--- config.mk ---
export PLATFORM = sky130hd
export DESIGN_NAME = boot_copy_engine
export DESIGN_NICKNAME = d
export VERILOG_FILES = /design/src/rtl/boot_copy_engine.sv
export SDC_FILE = /design/constraint.sdc
export NUM_CORES = 1
export LEC_CHECK = 0
export CORE_AREA = 2 2 117 119
export CTS_BUF_LIST = sky130_fd_sc_hd__clkbuf_8
export DETAILED_ROUTE_END_ITERATION = 10
export DIE_AREA = 0 0 119 121
export MAX_ROUTING_LAYER = met4
export PLACE_DENSITY = 0.81
export SETUP_SLACK_MARGIN = 0.5
export SYNTH_ARGS = -nofsm -noshare
export SYNTH_HDL_FRONTEND = slang
export SYNTH_SLANG_ARGS = --single-unit
export TNS_END_PERCENT = 5
--- constraint.sdc ---
create_clock -name clk_i -period 3.5 [get_ports clk_i]
set_input_delay 0.35 -clock clk_i [delete_from_list [all_inputs] [get_ports clk_i]]
set_output_delay 0.35 -clock clk_i [all_outputs]
set_load 0.05 [all_outputs]
--- src/rtl/boot_copy_engine.sv ---
// Boot copy engine: copies len words from the boot ROM to the destination
// memory one word at a time, then raises a sticky core fetch enable.
//
// Ports:
//   clk_i, rst_ni        clock, asynchronous active-low reset
//   start_i, len_i       copy request and word count (sampled on accept)
//   rom_*                single-outstanding ROM read port (data next cycle)
//   mem_*                destination write port, req/gnt handshake
//   busy_o, done_o       copy in progress / copy completed (levels)
//   error_o              last start rejected, len_i > NUM_WORDS (level)
//   fetch_en_o           set on first completion, held until reset
//   checksum_o           running modular sum of copied words
module boot_copy_engine #(
    parameter int unsigned DATA_WIDTH = 32,
    parameter int unsigned NUM_WORDS  = 1024,
    parameter logic [31:0] DST_BASE   = 32'h0000_1000,
    parameter int unsigned DST_AW     = 32,
    localparam int unsigned AW = $clog2(NUM_WORDS),
    localparam int unsigned BW = DATA_WIDTH / 8
) (
    input  logic                  clk_i,
    input  logic                  rst_ni,
    input  logic                  start_i,
    input  logic [AW:0]           len_i,
    output logic                  rom_req_o,
    output logic                  rom_we_o,
    output logic [AW-1:0]         rom_addr_o,
    output logic [BW-1:0]         rom_be_o,
    input  logic [DATA_WIDTH-1:0] rom_rdata_i,
    output logic                  mem_req_o,
    input  logic                  mem_gnt_i,
    output logic                  mem_we_o,
    output logic [DST_AW-1:0]     mem_addr_o,
    output logic [DATA_WIDTH-1:0] mem_wdata_o,
    output logic [BW-1:0]         mem_be_o,
    output logic                  busy_o,
    output logic                  done_o,
    output logic                  error_o,
    output logic                  fetch_en_o,
    output logic [DATA_WIDTH-1:0] checksum_o
);

    localparam int unsigned LW = AW + 1;

    typedef enum logic [2:0] {
        IDLE,
        RD,
        CAP,
        WR,
        DONE
    } state_e;

    state_e          state_q, state_d;
    logic [AW-1:0]   idx_q, idx_d;
    logic [LW-1:0]   len_q;
    logic            go;
    logic            bad_len;
    logic            last;
    logic [DST_AW-1:0] wr_addr;

    assign rom_we_o = 1'b0;
    assign rom_be_o = '1;
    assign mem_we_o = mem_req_o;
    assign mem_be_o = '1;

    assign bad_len = len_i > LW'(NUM_WORDS);
    assign last    = ({1'b0, idx_q} + LW'(1)) == len_q;
    assign wr_addr = DST_AW'(DST_BASE)
                   + DST_AW'(idx_q) * DST_AW'(BW);

    always_comb begin
        state_d   = state_q;
        idx_d     = idx_q;
        go        = 1'b0;
        rom_req_o = 1'b0;
        mem_req_o = 1'b0;
        busy_o    = 1'b0;
        done_o    = 1'b0;
        unique case (state_q)
            IDLE, DONE: begin
                done_o = (state_q == DONE);
                go     = start_i;
                if (start_i) begin
                    if (bad_len) begin
                        state_d = IDLE;
                    end else if (len_i == '0) begin
                        state_d = DONE;
                    end else begin
                        state_d = RD;
                        idx_d   = '0;
                    end
                end
            end
            RD: begin
                rom_req_o = 1'b1;
                busy_o    = 1'b1;
                state_d   = CAP;
            end
            CAP: begin
                busy_o  = 1'b1;
                state_d = WR;
            end
            WR: begin
                mem_req_o = 1'b1;
                busy_o    = 1'b1;
                if (mem_gnt_i) begin
                    if (last) begin
                        state_d = DONE;
                    end else begin
                        idx_d   = idx_q + AW'(1);
                        state_d = RD;
                    end
                end
            end
            default: state_d = IDLE;
        endcase
    end

    always_ff @(posedge clk_i or negedge rst_ni) begin
        if (!rst_ni) begin
            state_q     <= IDLE;
            idx_q       <= '0;
            len_q       <= '0;
            error_o     <= 1'b0;
            fetch_en_o  <= 1'b0;
            checksum_o  <= '0;
            rom_addr_o  <= '0;
            mem_addr_o  <= '0;
            mem_wdata_o <= '0;
        end else begin
            state_q <= state_d;
            idx_q   <= idx_d;
            if (go) begin
                error_o <= bad_len;
                if (!bad_len) begin
                    checksum_o <= '0;
                    len_q      <= len_i;
                end
            end
            // ROM address only moves on entry to RD, so it holds elsewhere
            if (state_d == RD) begin
                rom_addr_o <= idx_d;
            end
            // Captured word doubles as the write buffer seen in WR
            if (state_q == CAP) begin
                mem_wdata_o <= rom_rdata_i;
                mem_addr_o  <= wr_addr;
                checksum_o  <= checksum_o + rom_rdata_i;
            end
            if (state_d == DONE) begin
                fetch_en_o <= 1'b1;
            end
        end
    end

endmodule

==> impl_metrics.env <==
export IMPL_outcome="finished, final reports clean"
export IMPL_fp_dieH_um=121
export IMPL_grt_usage_pct=23.26
export IMPL_tightest_slew_ps=827.4
export IMPL_seq_area_frac_synth_pct=42.91
export IMPL_antenna_found_initial=0
export IMPL_switching_share_pct=51.01
export IMPL_clk_pin_slew_ps=100
export IMPL_placed_area_um2=7868
export IMPL_reg2regPathDepth=9
export IMPL_cts_htree_levels=3
export IMPL_gp_congestion=0.9100
export IMPL_p_sw_mw=4.251
export IMPL_drc=0
export IMPL_cts_tree="yes"
export IMPL_hold_violations=0
export IMPL_grt_overflow=0
export IMPL_intPower_mw=4.082
export IMPL_regArea_um2=2778
export IMPL_r2r_end="rom_addr_o[1]"
export IMPL_drt_vias_per_instance=5.247
export IMPL_synth_area_um2=6474
export IMPL_routed_wirelength_mm=15.53
export IMPL_n_fill_cell=1123
export IMPL_p_leak_nw=3.856
export IMPL_fin_tns_setup_ps=0
export IMPL_finalWorstSetupSlack_ps=660.0
export IMPL_timing_rr_start="idx_q[0]"
export IMPL_power_density_nw_per_um2=1032
export IMPL_power_frac_comb_pct=64.7
export IMPL_finClkSkew_ps=13.04
export IMPL_clock_path_buffers=2
export IMPL_row_count=42
export IMPL_grt_pass1_wl_mm=25.99
export IMPL_synth_edff_count=0
export IMPL_ant_nets=0
export IMPL_coreArea_um2=13090
export IMPL_io_pins=169
export IMPL_timing_final_crit_share_pct=81.14
export IMPL_irDropWorstVdd_v=0.0006504
export IMPL_dieArea_um2=14400
export IMPL_portBuffers=138
export IMPL_clock_sinks=111
export IMPL_area_growth_pct=24.76
export IMPL_maxCapViolations=0
export IMPL_fmax_mhz=352.1
export IMPL_min_path_type="input pin to async pin"
export IMPL_synth_ff_type="dfrtp_1"
export IMPL_ys_types=66
export IMPL_nNetsFinal=918
export IMPL_p_seq_share_pct=26.0
export IMPL_clock_latency_ps=400
export IMPL_rsz0062_at_grt="no"
export IMPL_critPathMaxFanout=3
export IMPL_vias=5347
export IMPL_instances_no_fill=1019
export IMPL_cp_end_kind="register"
export IMPL_ys_warn_count=0
export IMPL_dp_cells=1003
export IMPL_wire_per_inst_um=15.24
export IMPL_dr_pass1_iters=4
export IMPL_slew_headroom_pct=44.84
export IMPL_fin_crit_ps=2840
export IMPL_drive_gt1_share_pct=6.524
export IMPL_die_w_um=119
export IMPL_crit_type="input pin to register"
export IMPL_critPathLaunchType="input pin"
export IMPL_design_area_um2=8077
export IMPL_drt_iter0_drc=401
export IMPL_ys_ff_latch=111
export IMPL_cp_arrival_ps=3170
export IMPL_cts_root_buf="clkbuf_8"
export IMPL_initial_utilization_pct=49.47
export IMPL_finalSetupViolCount=0
export IMPL_async_reset_ff_share_pct=100.0
export IMPL_postCtsSetupBuffers=0
export IMPL_finalMaxSlewViolations=0
export IMPL_synthCells=715
export IMPL_worst_r2r_setup_slack_ps=700
export IMPL_place_worst_setup_slack_ps=250.8
export IMPL_dp_hpwl_mm=11.20
export IMPL_synth_avg_cell_area_um2=9.054
export IMPL_ctsHoldBuffers=0
export IMPL_multi_input_area_um2=3412
export IMPL_worst_ep_required_time_ps=3830
export IMPL_grt_start_max_net_pins=65
export IMPL_numCtsBuffers=9
export IMPL_grt_pass1_vias=5284
export IMPL_antenna_cells=0
export IMPL_clkPwrFrac_pct=9.3
-- worst max-delay path: stages --
cell and delay, ps:
clkdlybuf4s50_1 480, ha_1 210, fa_1 220, a21oi_1 100
o211a_1 240, or4_4 490, a21oi_2 210, o21ba_2 200
a221oi_2 80, or4_1 470, nand3_1 100
-- logic make-up (layout without fill, tap and decap cells) --
kind of cell    Yosys count  after routing  synth area share (%)
mux                      10             10                 1.739
compound gates          158            158                 16.18
other cells               2             30                0.1160
xor+xnor                 45             45                 6.533
fa+ha+maj                33             33                 6.494
flops                   111            111                 42.91
simple gates            284            284                 19.50
buf+inv                  72            172                 6.533
-- synthesized netlist by cell type (2+ instances only) --
library cell	instances	area share, %
nand2_1	184	11
dfrtp_1	111	43
a21oi_1	38	2.9
buf_4	33	3.8
o21ai_0	33	2.6
ha_1	32	6.2
a21o_1	26	3.0
nor2_1	26	1.5
clkbuf_1	23	1.3
xnor2_1	23	3.1
xor2_1	20	2.7
nand3_1	13	1.0
o22ai_1	13	1.3
inv_1	11	0.64
and3_1	10	0.97
mux2_2	10	1.7
nor3_1	8	0.62
nor2b_1	7	0.68
and2_1	6	0.58
a31oi_1	5	0.48
nand2b_1	5	0.48
o21a_1	5	0.58
a22o_1	4	0.54
a31o_2	4	0.54
nand4_1	4	0.39
or3_1	4	0.39
nor4_1	3	0.29
o211ai_1	3	0.35
o31a_1	3	0.41
or2_2	3	0.29
a2111o_1	2	0.35
a211oi_1	2	0.23
a32o_1	2	0.31
buf_2	2	0.15
buf_6	2	0.35
conb_1	2	0.12
nor3b_1	2	0.23
o2111ai_1	2	0.27
o21bai_1	2	0.23
-- repair_timing --
action / CTS / global route
hold endpoints to repair: 0 / 0
resized for setup: 0 / 2
setup endpoints to repair: 0 / 20
-- flip-flops by register name, indices dropped and copies added (netlist names) --
register / flops
checksum_o: 32
mem_wdata_o: 32
len_q: 11
mem_addr_o: 11
idx_q: 10
rom_addr_o: 10
state_q: 3
error_o: 1
fetch_en_o: 1
-- metrics by stage --
step | power (mW) | utilization [%] | hold WS (ps)
4_1_cts | 8.372 | 61.61 | 64.16
3_5_place_dp | 7.568 | 60.13 | 461.7
2_1_floorplan | 6.045 | - | 54.41
6_report | 8.333 | 61.72 | 42.83
3_3_place_gp | 7.485 | 60.13 | 449.3
5_1_grt | 8.915 | 61.72 | 100.8
-- worst max path at each step --
stage | start | to | slack, ps | cells past startpoint
5_1_grt | idx_q[0] | idx_q[1] | 510 | 9
3_5_place_dp | rom_rdata_i[0] | checksum_o[28] | 250 | 11
6_report | rom_rdata_i[0] | checksum_o[28] | 660 | 11
3_3_place_gp | rom_rdata_i[0] | checksum_o[28] | 290 | 11
4_1_cts | idx_q[0] | rom_addr_o[1] | 570 | 9
2_1_floorplan | checksum_o[0] | checksum_o[28] | 560 | 10
-- routing by layer --
layer | up-vias | part of all wire [%] | GRT usage [%]
met5 | - | 0 | -
met4 | 0 | 1.4 | 6.696
met3 | 17 | 5.0 | 4.887
met2 | 131 | 49 | 38.36
met1 | 2552 | 45 | 29.16
li1 | 2647 | - | -
-- cells in the final DEF, fill, tap and decap left out, types with 6 or more instances in the layout --
cell type,instances
dfrtp_1,111
buf_4,8
xor2_1,20
o22ai_1,13
nor3_1,8
clkdlybuf4s50_1,137
a21oi_1,37
nand2_1,184
mux2_2,10
a21o_1,26
nor2_1,26
ha_1,31
conb_1,30
clkbuf_8,13
inv_1,11
and2_1,6
xnor2_1,23
nor2b_1,6
o21ai_0,33
nand3_1,13
and3_1,10
-- power by group through the flow --
stage	clock network, mW	registers, mW	logic (mW)
global route	0.850	2.24	5.82
floorplan	0	3.51	2.54
detailed placement	0	2.18	5.39
global placement	0	2.18	5.31
CTS	0.800	2.17	5.41
finish	0.774	2.16	5.39
-- layout make-up --
class	count	area share [%]
Tap cell	176	2.727
Multi-Input combinational cell	560	42.25
Clock buffer	13	2.215
Sequential cell	111	34.39
Inverter	11	0.5112
Timing Repair Buffer	145	17.72
Clock inverter	3	0.1859
(Power assumes the default switching activity.)
